`src/rtl/cla_pkg.sv`:
```
// rtl/cla_pkg.sv - shared state type and default geometry for the serial CLA adder
package cla_pkg;

    // Operand/result width and slice width used when a parent does not override them.
    localparam int CLA_WIDTH = 16;
    localparam int CLA_BLOCK = 4;

    typedef enum logic [1:0] {
        ST_IDLE = 2'd0,
        ST_RUN  = 2'd1,
        ST_DONE = 2'd2
    } cla_state_t;

endpackage

```
`src/rtl/cla_block.sv`:
```
// rtl/cla_block.sv - combinational BLOCK-bit carry-lookahead slice
//
// Ports:
//   a, b    slice operand bits
//   cin     carry into bit 0 of the slice
//   s       slice sum
//   cout    carry out of the slice MSB
//   c_msb   carry into the slice MSB (used for overflow)
//   grp_g   group generate: slice produces a carry regardless of cin
//   grp_p   group propagate: AND of all bit propagates
module cla_block #(
    parameter int BLOCK = 4
) (
    input  logic [BLOCK-1:0] a,
    input  logic [BLOCK-1:0] b,
    input  logic             cin,
    output logic [BLOCK-1:0] s,
    output logic             cout,
    output logic             c_msb,
    output logic             grp_g,
    output logic             grp_p
);

    logic [BLOCK-1:0] g;
    logic [BLOCK-1:0] p;
    logic [BLOCK:0]   c;

    assign g = a & b;
    assign p = a ^ b;

    // Each carry c[i] is built as an OR of product terms:
    //   (p[i-1]&...&p[0]&cin) | OR_j (g[j] & p[i-1]&...&p[j+1])
    // The loops only enumerate the terms; the resulting logic is two-level.
    always_comb begin : lookahead
        logic term;
        term  = 1'b0;
        c     = '0;
        grp_g = 1'b0;
        for (int i = 0; i <= BLOCK; i++) begin
            term = cin;
            for (int k = 0; k < i; k++) begin
                term = term & p[k];
            end
            c[i] = term;
            for (int j = 0; j < i; j++) begin
                term = g[j];
                for (int k = j + 1; k < i; k++) begin
                    term = term & p[k];
                end
                c[i] = c[i] | term;
            end
        end
        for (int j = 0; j < BLOCK; j++) begin
            term = g[j];
            for (int k = j + 1; k < BLOCK; k++) begin
                term = term & p[k];
            end
            grp_g = grp_g | term;
        end
    end

    assign grp_p = &p;
    assign s     = p ^ c[BLOCK-1:0];
    assign cout  = c[BLOCK];
    assign c_msb = c[BLOCK-1];

endmodule

```
`src/rtl/cla_serial_adder.sv`:
```
// rtl/cla_serial_adder.sv - multi-cycle adder/subtractor, one lookahead slice per cycle
//
// Ports:
//   clk, rst_n        clock, asynchronous active-low reset
//   start             request, accepted only in IDLE
//   sub, cin, a, b    mode, carry-in and operands, sampled with start
//   busy              high while slices are being processed
//   done              one-cycle result-valid pulse
//   sum, cout, ovf    result, carry out (no-borrow in sub mode), signed overflow
module cla_serial_adder
    import cla_pkg::*;
#(
    parameter int WIDTH = CLA_WIDTH,
    parameter int BLOCK = CLA_BLOCK
) (
    input  logic             clk,
    input  logic             rst_n,
    input  logic             start,
    input  logic             sub,
    input  logic             cin,
    input  logic [WIDTH-1:0] a,
    input  logic [WIDTH-1:0] b,
    output logic             busy,
    output logic             done,
    output logic [WIDTH-1:0] sum,
    output logic             cout,
    output logic             ovf
);

    localparam int N     = WIDTH / BLOCK;
    localparam int IDX_W = (N > 1) ? $clog2(N) : 1;

    cla_state_t       state;
    logic [WIDTH-1:0] a_q;
    logic [WIDTH-1:0] b_q;
    logic             carry;
    logic [IDX_W-1:0] idx;

    logic [BLOCK-1:0] sl_a;
    logic [BLOCK-1:0] sl_b;
    logic [BLOCK-1:0] sl_s;
    logic             sl_cout;
    logic             sl_cmsb;
    logic             sl_g;
    logic             sl_p;

    assign sl_a = a_q[idx*BLOCK +: BLOCK];
    assign sl_b = b_q[idx*BLOCK +: BLOCK];

    cla_block #(
        .BLOCK (BLOCK)
    ) u_block (
        .a     (sl_a),
        .b     (sl_b),
        .cin   (carry),
        .s     (sl_s),
        .cout  (sl_cout),
        .c_msb (sl_cmsb),
        .grp_g (sl_g),
        .grp_p (sl_p)
    );

    always_ff @(posedge clk or negedge rst_n) begin
        if (!rst_n) begin
            state <= ST_IDLE;
            a_q   <= '0;
            b_q   <= '0;
            carry <= 1'b0;
            idx   <= '0;
            sum   <= '0;
            cout  <= 1'b0;
            ovf   <= 1'b0;
            busy  <= 1'b0;
            done  <= 1'b0;
        end else begin
            case (state)
                ST_IDLE: begin
                    done <= 1'b0;
                    if (start) begin
                        // Subtraction is a + ~b + 1: invert b now, seed carry with 1.
                        a_q   <= a;
                        b_q   <= sub ? ~b : b;
                        carry <= sub ? 1'b1 : cin;
                        idx   <= '0;
                        sum   <= '0;
                        cout  <= 1'b0;
                        ovf   <= 1'b0;
                        busy  <= 1'b1;
                        state <= ST_RUN;
                    end
                end
                ST_RUN: begin
                    sum[idx*BLOCK +: BLOCK] <= sl_s;
                    // Slice carry-out expressed through the group terms.
                    carry <= sl_g | (sl_p & carry);
                    idx   <= idx + 1'b1;
                    if (idx == IDX_W'(N - 1)) begin
                        cout  <= sl_cout;
                        ovf   <= sl_cout ^ sl_cmsb;
                        idx   <= '0;
                        busy  <= 1'b0;
                        done  <= 1'b1;
                        state <= ST_DONE;
                    end
                end
                ST_DONE: begin
                    done  <= 1'b0;
                    state <= ST_IDLE;
                end
                default: begin
                    busy  <= 1'b0;
                    done  <= 1'b0;
                    state <= ST_IDLE;
                end
            endcase
        end
    end

endmodule

```
`config.mk`:
```
export PLATFORM = sky130hd
export DESIGN_NAME = cla_serial_adder
export DESIGN_NICKNAME = d
export VERILOG_FILES = /design/src/rtl/cla_pkg.sv /design/src/rtl/cla_block.sv /design/src/rtl/cla_serial_adder.sv
export SDC_FILE = /design/constraint.sdc
export NUM_CORES = 1
export LEC_CHECK = 0
export ABC_AREA = 0
export ABC_CLOCK_PERIOD_IN_PS = 3000
export BUFFER_PORTS_ARGS = -buffer_cell sky130_fd_sc_hd__buf_4
export CAP_MARGIN = 0
export CORE_MARGIN = 1
export CORE_UTILIZATION = 52
export CTS_CLUSTER_DIAMETER = 150
export DETAILED_ROUTE_END_ITERATION = 10
export PLACE_DENSITY = 0.77
export SKIP_LAST_GASP = 1
export SYNTH_ARGS = -nofsm -noshare
export SYNTH_HDL_FRONTEND = slang
export SYNTH_SLANG_ARGS = --single-unit
```
`constraint.sdc`:
```
create_clock -name clk -period 3 [get_ports clk]
set_input_delay 0.6 -clock clk [delete_from_list [all_inputs] [get_ports clk]]
set_output_delay 0.6 -clock clk [all_outputs]
set_load 0.02 [all_outputs]
```
==> results of run 1 <==
==> worst paths after layout <==
| check | start | end | slack, ns | depth (start not counted) |
|---|---|---|---|---|
| setup / recovery | idx[0] | sum[7] | 0.42 | 6 |
| hold / removal | rst_n | sum[0] | 0.30 | 1 |
| setup reg to reg | idx[0] | sum[7] | 0.42 | 6 |
| hold reg to reg | b_q[8] | b_q[8] | 0.48 | 2 |
| max in group asynchronous | rst_n | a_q[0] | 2.23 | 1 |
| min in group clk | b_q[8] | b_q[8] | 0.48 | 2 |
==> metrics by stage <==
| stage | std cells | setup WS, ns | total power, mW | utilization [%] |
|---|---|---|---|---|
| 2_1_floorplan | 247 | 0.461 | 2.83 | - |
| 5_1_grt | 380 | 0.323 | 4.43 | 67.5 |
| 6_report | 380 | 0.419 | 4.10 | 67.5 |
| 3_5_place_dp | 366 | 0.457 | 3.49 | 64.3 |
| 4_1_cts | 380 | 0.456 | 4.11 | 67.5 |
| 3_3_place_gp | 366 | 0.560 | 3.42 | 64.3 |
==> cells in the mapped netlist (all sizes together) (3+ instances only) <==
cell / number
mux4: 8
ha: 10
buf: 10
mux2: 16
nor2: 7
dfrtp: 57
a21oi: 6
nand3: 3
xnor2: 16
a211oi: 3
o32ai: 4
o2bb2ai: 6
o21ai: 19
a22o: 4
a21o: 4
inv: 17
nand2: 23
o22ai: 4
==> where the power goes <==
| part | switching, mW | internal, mW | total, mW | leakage (nW) |
|---|---|---|---|---|
| logic | 1.17 | 0.997 | 2.16 | 0.832 |
| registers | 0.226 | 1.10 | 1.33 | 0.719 |
| clock network | 0.275 | 0.336 | 0.612 | 0.0826 |
| total | 1.67 | 2.44 | 4.10 | 1.63 |
==> metal layers <==
metal,global-route usage [%],vias to the layer above
li1,-,1004
met1,28.1,989
met2,34.3,55
met3,5.99,10
met4,10.2,0
met5,0,-
==> final cells by class <==
cell class,instances,area (um^2),area share (%)
multi-input cells,161,1310,37.4
inverters,17,63.8,1.82
flip-flops and latches,57,1430,40.6
repair buffers,61,458,13.0
clock buffers,14,163,4.63
well taps,70,87.6,2.49
==> worst max-delay path, delay by kind of cell (launching register included) <==
kind / cells / cell delay [ns]
simple gates: 1 / 0.43
mux: 1 / 0.57
fa+ha+maj: 2 / 0.54
compound gates: 2 / 0.45
flops: 1 / 0.45
==> sequential cells by signal, summed over array words and instances, names as in the netlist <==
register  flops
a_q          16
b_q          16
sum          16
idx           2
state         2
busy          1
carry         1
cout          1
done          1
ovf           1
==> kinds of logic (layout without fill, tap and decap cells) <==
group / Yosys count / after routing / share of synthesized area [%]
adder cells (fa/ha/maj): 11 / 11 / 5.06
AO/OA/AOI/OAI: 57 / 57 / 13.3
flip-flops: 57 / 57 / 49.7
multiplexers: 24 / 24 / 12.6
AND/OR/NAND/NOR: 52 / 52 / 9.64
buffers and inverters: 29 / 92 / 4.54
XOR/XNOR: 17 / 17 / 5.19
==> results_dict.tcl, run 1 <==
set metrics [dict create \
    outcome "complete, no violations" \
    syn_nets 295 \
    synth-edff-count 0 \
    cp.arrival_ns 2.78 \
    antenna_found_initial 0 \
    cp_cell_sequence "mux4_2 > ha_1 > ha_1 > o211a_1 > nor3_1 > o32ai_1" \
    port_buffers 56 \
    clockBufferDepth 2 \
    overflow 0 \
    cap_violations 0 \
    leakagePower_nw 1.63 \
    rsz0062_at_grt "false" \
    syn_avg_cell_area_um2 11.6 \
    cts_buffers 9 \
    crit_required_ns 3.19 \
    slowest_delay_ns 0.57 \
    rows 26 \
    met2_length_um 2850 \
    vias_per_cell 5.42 \
    ys_ff_latch 57 \
    n_fill_cell 415 \
    tritoncts "yes" \
    cts_max_level 3 \
    slew_headroom_pct 35.6 \
    dieArea_mm2 0.00582 \
    initial_core_util_pct 55.1 \
    ys.flop_type "dfrtp_1" \
    syn_area_mm2 0.00287 \
    layout_common_cells "buf_4 (61), dfrtp_1 (57), nand2_1 (23)" \
    setup_violations 0 \
    hold_buffers 0 \
    grt_pass1_wl_um 9670 \
    drc 0 \
    holdWs_ns 0.300 \
    cts_sinks 57 \
    firstDrtPassIters 4 \
    core_mm2 0.00520 \
    final_area_mm2 0.00351 \
    worstMarginPinSlew_ns 0.966 \
    routedWlPerCell_um 15.1 \
    postPlaceCellArea_mm2 0.00335 \
    yosysSeqAreaShare_pct 49.7 \
    final_antenna_net_count 0 \
    vias 2058 \
    drt_wl_total_um 5730 \
    cpMostUsedCell "ha_1" \
    grtUsageTotal_pct 21.8 \
    hold_viol_final 0 \
    clock_latency_ns 0.34 \
    min_period_ns 2.58 \
    drive_gt1_share_pct 31.9 \
    finalCritPeriodShare_pct 86.0 \
    peakVddDrop_mv 0.581 \
    design.portCount 57 \
    path_clk_slew_ns 0.06 \
    holdCritPathClass "input port to async pin" \
    yosysWarnings 0 \
    synth_cells 247 \
    layout_commonest_cell "buf_4" \
    ys_top_cells_by_area "dfrtp_1 (50%), mux2_2 (6.3%), mux4_2 (6.3%), xnor2_1 (4.9%), ha_1 (4.4%)" \
    synth_cell_types 43 \
    grt_pass1_vias 2064 \
    crit_path_end_kind "flop" \
    worstSetupPathType "flop to flop" \
    dp_hpwl_um 4200 \
    slew_violations 0 \
    worst_clock_skew_ns 0.00482 \
    worst-path-max-fanout 5 \
    power_density_mw_per_mm2 1170 \
    crit_path_start_kind "flop" \
    synth_top_cell_area_share_pct 49.7 \
    drt-met1-wl_um 2540 \
    met3_wirelength_um 242 \
    max_freq_mhz 387 \
    cts_resized 0 \
    tns_ns 0 \
    async_flop_share_pct 100 \
    fp.dieH_um 76.3 \
    critical-path-slowest-cell "mux4_2" \
    drt_iter0_drc 95 \
    grt_max_degree 58 \
    antenna_cells 0 \
    fin_nets 355 \
    die_w_um 76.3 \
    gp_congestion 0.882 \
    cts-root-buf "clkbuf_8" \
    cts_setup_buffers 0 \
    top_layer "met4" \
    area_delta_synth_final_pct 22.4 \
    yosysTopAreaCell "dfrtp_1" \
]
Power figures use the tool's default switching activity.
==> run 2, diff against run 1 <==
--- a/config.mk
+++ b/config.mk
@@ -9,11 +9,13 @@
 export ABC_CLOCK_PERIOD_IN_PS = 3000
 export BUFFER_PORTS_ARGS = -buffer_cell sky130_fd_sc_hd__buf_4
 export CAP_MARGIN = 0
+export CORE_ASPECT_RATIO = 2
 export CORE_MARGIN = 1
 export CORE_UTILIZATION = 52
 export CTS_CLUSTER_DIAMETER = 150
 export DETAILED_ROUTE_END_ITERATION = 10
 export PLACE_DENSITY = 0.77
+export RECOVER_POWER = 25
 export SKIP_LAST_GASP = 1
 export SYNTH_ARGS = -nofsm -noshare
 export SYNTH_HDL_FRONTEND = slang
==> run 2 against run 1 <==
  * Sequential share of layout area increased by 0.38 points
  * Via count up 2.5%
  * Sequential power up 4%
  * Wire length rose by 6.7%
  * Clock power decreased by 2%
  * Largest power group unchanged
  * Highest routed layer unchanged
==> results_dict.tcl, run 2 (synthesis results as in run 1) <==
set metrics [dict create \
    antenna_found_initial 0 \
    power_density_mw_per_mm2 1160 \
    fin_nets 353 \
    slowest_delay_ns 0.62 \
    grt_pass1_wl_um 9870 \
    crit_path_end_kind "flop" \
    hold_buffers 0 \
    crit_required_ns 3.28 \
    clockBufferDepth 2 \
    max_freq_mhz 386 \
    setup_violations 0 \
    cts_sinks 57 \
    outcome "complete, no violations" \
    cap_violations 0 \
    final_antenna_net_count 0 \
    critical-path-slowest-cell "dfrtp_1" \
    worst_clock_skew_ns 0.00735 \
    tritoncts "yes" \
    drc 0 \
    initial_core_util_pct 54.8 \
    grt_max_degree 58 \
    grt_pass1_vias 2177 \
    combPwrFrac_pct 51.0 \
    leakagePower_nw 1.62 \
    cp.arrival_ns 2.87 \
    setup.worst_path.start "idx[1]" \
    cts-root-buf "clkbuf_8" \
    rows 37 \
    holdCritPathClass "flop to flop" \
    rsz0062_at_grt "false" \
    reg2reg_depth 6 \
    area_delta_synth_final_pct 21.2 \
    clock_latency_ns 0.34 \
    tns_ns 0 \
    antenna_cells 0 \
    slew_headroom_pct 9.41 \
    dieArea_mm2 0.00584 \
    hold_viol_final 0 \
    worst-path-max-fanout 13 \
    worstMarginPinSlew_ns 1.36 \
    dp_hpwl_um 4760 \
    cp_cell_sequence "mux4_2 > ha_1 > ha_1 > o211a_1 > a211oi_1 > a22o_1" \
    drive_gt1_share_pct 31.5 \
    p_int_mw 2.38 \
    design.portCount 57 \
    peakVddDrop_mv 0.714 \
    drt_wl_total_um 6120 \
    r2r-start "idx[1]" \
    drt_iter0_drc 22 \
    gp_congestion 0.887 \
    core_mm2 0.00523 \
    finalCritPeriodShare_pct 86.3 \
    rrSetupSlack_ns 0.41 \
    worstSetupPathType "flop to flop" \
    min_period_ns 2.59 \
    layout_common_cells "buf_4 (58), dfrtp_1 (57), nand2_1 (23)" \
    overflow 0 \
    swShare_pct 41.2 \
    firstDrtPassIters 4 \
    final_area_mm2 0.00348 \
    cpMostUsedCell "ha_1" \
    port_buffers 56 \
    vias 2109 \
    cts_setup_buffers 0 \
    cts_resized 0 \
    grtUsageTotal_pct 25.0 \
    cts_buffers 9 \
    slew_violations 0 \
    cts_max_level 3 \
    vias_per_cell 5.76 \
    fp.dieH_um 107 \
    reg_top3 "a_q x16, b_q x16, sum x16" \
    clockPowerShare_pct 14.9 \
    postPlaceCellArea_mm2 0.00332 \
    path_clk_slew_ns 0.06 \
    cp-endpoint "sum[6]" \
    layout_commonest_cell "buf_4" \
    p_sw_mw 1.66 \
    pwr-share-seq_pct 34.1 \
    die_w_um 54.5 \
    crit_path_start_kind "flop" \
    r2r-end "sum[6]" \
    routedWlPerCell_um 16.7 \
]
[run 2: area by class of cell]
class	instances	area, um^2
Multi-Input combinational cell	161	1310
Tap cell	58	72.6
Timing Repair Buffer	59	440
Clock buffer	14	163
Inverter	17	63.8
Fill cell	436	1750
Sequential cell	57	1430
[run 2: how the worst min path moves through the flow]
stage | slack (ns) | depth (start not counted) | to | from
finish | 0.48 | 2 | b_q[2] | b_q[2]
global route | 0.48 | 2 | a_q[11] | a[11]
CTS | 0.32 | 1 | sum[10] | rst_n
detailed placement | 0.47 | 2 | b_q[2] | b_q[2]
global placement | 0.46 | 2 | b_q[1] | b_q[1]
floorplan | 0.30 | 0 | a_q[0] | rst_n
[run 2: worst max-delay path: cells and delay by family (launching register included)]
family | cells | cell delay (ns)
adder cells (fa/ha/maj) | 2 | 0.51
AO/OA/AOI/OAI | 3 | 1.00
flip-flops | 1 | 0.62
multiplexers | 1 | 0.39
[run 2: per-layer routing]
metal  vias to the layer above  GRT usage, %  routed length [um]
met5                         -             0                   0
met4                         0          19.4                 414
met3                        32          7.66                 227
met2                        64          42.1                3450
met1                      1018          23.0                2030
li1                        995             -                   -
[run 2: power groups by stage]
stage	Combinational [mW]	Clock, mW	Sequential, mW
2_1_floorplan	1.48	0	1.35
3_3_place_gp	2.04	0	1.38
3_5_place_dp	2.07	0	1.40
4_1_cts	2.09	0.618	1.38
5_1_grt	2.28	0.657	1.42
6_report	2.06	0.602	1.38
[run 2: stage by stage]
stage	total power [mW]	std cells	utilization, %	hold slack, ns	setup WS, ns
2_1_floorplan	2.83	247	-	0.304	0.461
3_3_place_gp	3.43	352	63.4	0.461	0.465
3_5_place_dp	3.47	352	63.4	0.475	0.388
4_1_cts	4.09	366	66.5	0.323	0.373
5_1_grt	4.35	366	66.5	0.477	0.259
6_report	4.04	366	66.5	0.485	0.410
==> run 3, diff against run 2 <==
--- a/config.mk
+++ b/config.mk
@@ -6,7 +6,7 @@
 export NUM_CORES = 1
 export LEC_CHECK = 0
 export ABC_AREA = 0
-export ABC_CLOCK_PERIOD_IN_PS = 3000
+export ABC_CLOCK_PERIOD_IN_PS = 3100
 export BUFFER_PORTS_ARGS = -buffer_cell sky130_fd_sc_hd__buf_4
 export CAP_MARGIN = 0
 export CORE_ASPECT_RATIO = 2
@@ -14,6 +14,7 @@
 export CORE_UTILIZATION = 52
 export CTS_CLUSTER_DIAMETER = 150
 export DETAILED_ROUTE_END_ITERATION = 10
+export GPL_TIMING_DRIVEN = 0
 export PLACE_DENSITY = 0.77
 export RECOVER_POWER = 25
 export SKIP_LAST_GASP = 1
==> constraint.sdc (replaced) <==
create_clock -name clk -period 3.1 [get_ports clk]
set_input_delay 0.62 -clock clk [delete_from_list [all_inputs] [get_ports clk]]
set_output_delay 0.62 -clock clk [all_outputs]
set_load 0.02 [all_outputs]
==> run 3 against run 2 <==
  * Critical path depth grew 1
  * Critical path type unchanged
  * Final area grew 2.9%
  * Clock power is 31% higher
==> results_dict.tcl, run 3 (synthesis results as in run 1) <==
set metrics [dict create \
    hold_buffers 0 \
    final_util_pct 68.5 \
    drt_iter0_drc 43 \
    design.portCount 57 \
    final_antenna_net_count 0 \
    cts_max_level 3 \
    setup_slack_ns 0.0191 \
    worstMarginPinSlew_ns 1.40 \
    grt_pass1_wl_um 10200 \
    layout_common_cells "dfrtp_1 (57), buf_4 (55), nand2_1 (23)" \
    worstSetupPathType "flop to flop" \
    holdCritPathClass "flop to flop" \
    grtUsageTotal_pct 25.8 \
    fp.dieH_um 107 \
    drt_wl_total_um 6190 \
    multi_input_area_mm2 0.00131 \
    min_period_ns 3.08 \
    antenna_found_initial 0 \
    power_density_mw_per_mm2 1170 \
    antenna_cells 0 \
    gp_congestion 0.899 \
    worst-path-max-fanout 10 \
    r2r-start "idx[1]" \
    leakagePower_nw 1.68 \
    slew_violations 0 \
    slew_headroom_pct 6.59 \
    n_fill_cell 426 \
    worst_clock_skew_ns 0.00635 \
    layout_commonest_cell "dfrtp_1" \
    grt_max_degree 58 \
    vias 2123 \
    die_w_um 54.5 \
    cts-root-buf "clkbuf_8" \
    cap_violations 0 \
    drive_gt1_share_pct 34.0 \
    dieArea_mm2 0.00584 \
    cp.arrival_ns 3.28 \
    path_clk_slew_ns 0.06 \
    grt_pass1_vias 2149 \
    area_delta_synth_final_pct 24.8 \
    min_from "b_q[10]" \
    fin_cells 376 \
    dp_cells 360 \
    cts_buffers 9 \
    cts_sinks 57 \
    crit_required_ns 3.30 \
    setup.worst_path.start "idx[1]" \
    overflow 0 \
    hold_viol_final 0 \
    crit_path_end_kind "flop" \
    port_buffers 55 \
    clockBufferDepth 2 \
    setup_violations 0 \
    dp_hpwl_um 4740 \
    dpl_worst_slack_ns 0.0174 \
    finalCritPeriodShare_pct 99.4 \
    outcome "complete, no violations" \
    core_mm2 0.00523 \
    firstDrtPassIters 4 \
    vias_per_cell 5.65 \
    reg_top3 "a_q x16, b_q x16, sum x16" \
    crit_path_start_kind "flop" \
    routedWlPerCell_um 16.5 \
    tns_ns 0 \
    drc 0 \
    rows 37 \
    max_freq_mhz 325 \
    clock_latency_ns 0.35 \
    tritoncts "yes" \
    rsz0062_at_grt "true" \
    initial_core_util_pct 54.8 \
    fin_nets 361 \
    seq_area_mm2 0.00143 \
    power.total_mw 4.20 \
    peakVddDrop_mv 0.780 \
]
## run 3: cell types whose count changed in the layout (fill, tap and decap cells not counted), sizes merged
| cell | before | now |
|---|---|---|
| bufinv | 0 | 2 |
| clkinvlp | 0 | 1 |
| clkinv | 0 | 2 |
| buf | 58 | 64 |
| clkbuf | 15 | 14 |
## run 3: final cells by class
class | count | area share (%)
Inverter | 17 | 1.78
Clock buffer | 11 | 4.23
Buffer | 12 | 1.85
Clock inverter | 5 | 2.17
Tap cell | 58 | 2.03
Timing Repair Buffer | 55 | 11.5
Multi-Input combinational cell | 161 | 36.7
Sequential cell | 57 | 39.8
## run 3: metrics by stage
step                      hold slack (ns)  area (um^2)
after global routing                0.487         3580
after CTS                           0.342         3580
after global placement              0.458         3350
final                               0.484         3580
after detailed placement            0.475         3350
after floorplan                     0.324         2870
## run 3: power by group
| part | leakage [nW] | internal, mW | total (mW) | switching (mW) |
|---|---|---|---|---|
| sequential | 0.719 | 1.07 | 1.25 | 0.187 |
| combinational | 0.845 | 0.932 | 2.16 | 1.22 |
| clock | 0.115 | 0.493 | 0.790 | 0.297 |
## run 3: final timing paths
check / cells after the start / endpoint / slack, ns
worst max-delay path: 7 / sum[15] / 0.02
worst min-delay path: 2 / b_q[10] / 0.48
worst max register to register: 7 / sum[15] / 0.02
worst min register to register: 2 / b_q[10] / 0.48
max in group asynchronous: 1 / b_q[4] / 1.66
min in group asynchronous: 1 / sum[8] / 0.59
## run 3: worst max-delay path: stages (launching register included)
cell,delay (ns)
dfrtp_1,0.40
clkbuf_1,0.49
mux4_2,0.46
ha_1,0.34
ha_1,0.20
o211a_1,0.28
nor3_1,0.58
o32ai_1,0.18
## run 3: timing repair
item,4_1_cts,5_1_grt
setup endpoints to repair,0,8
setup buffers,0,0
resized for setup,0,0
## run 3: routing by layer
metal	track usage [%]	part of all wire, %	vias up
li1	-	-	1014
met2	42.2	55	61
met3	6.67	3.3	21
met1	26.6	36	1027
met5	0	0	-
met4	18.3	6.0	0
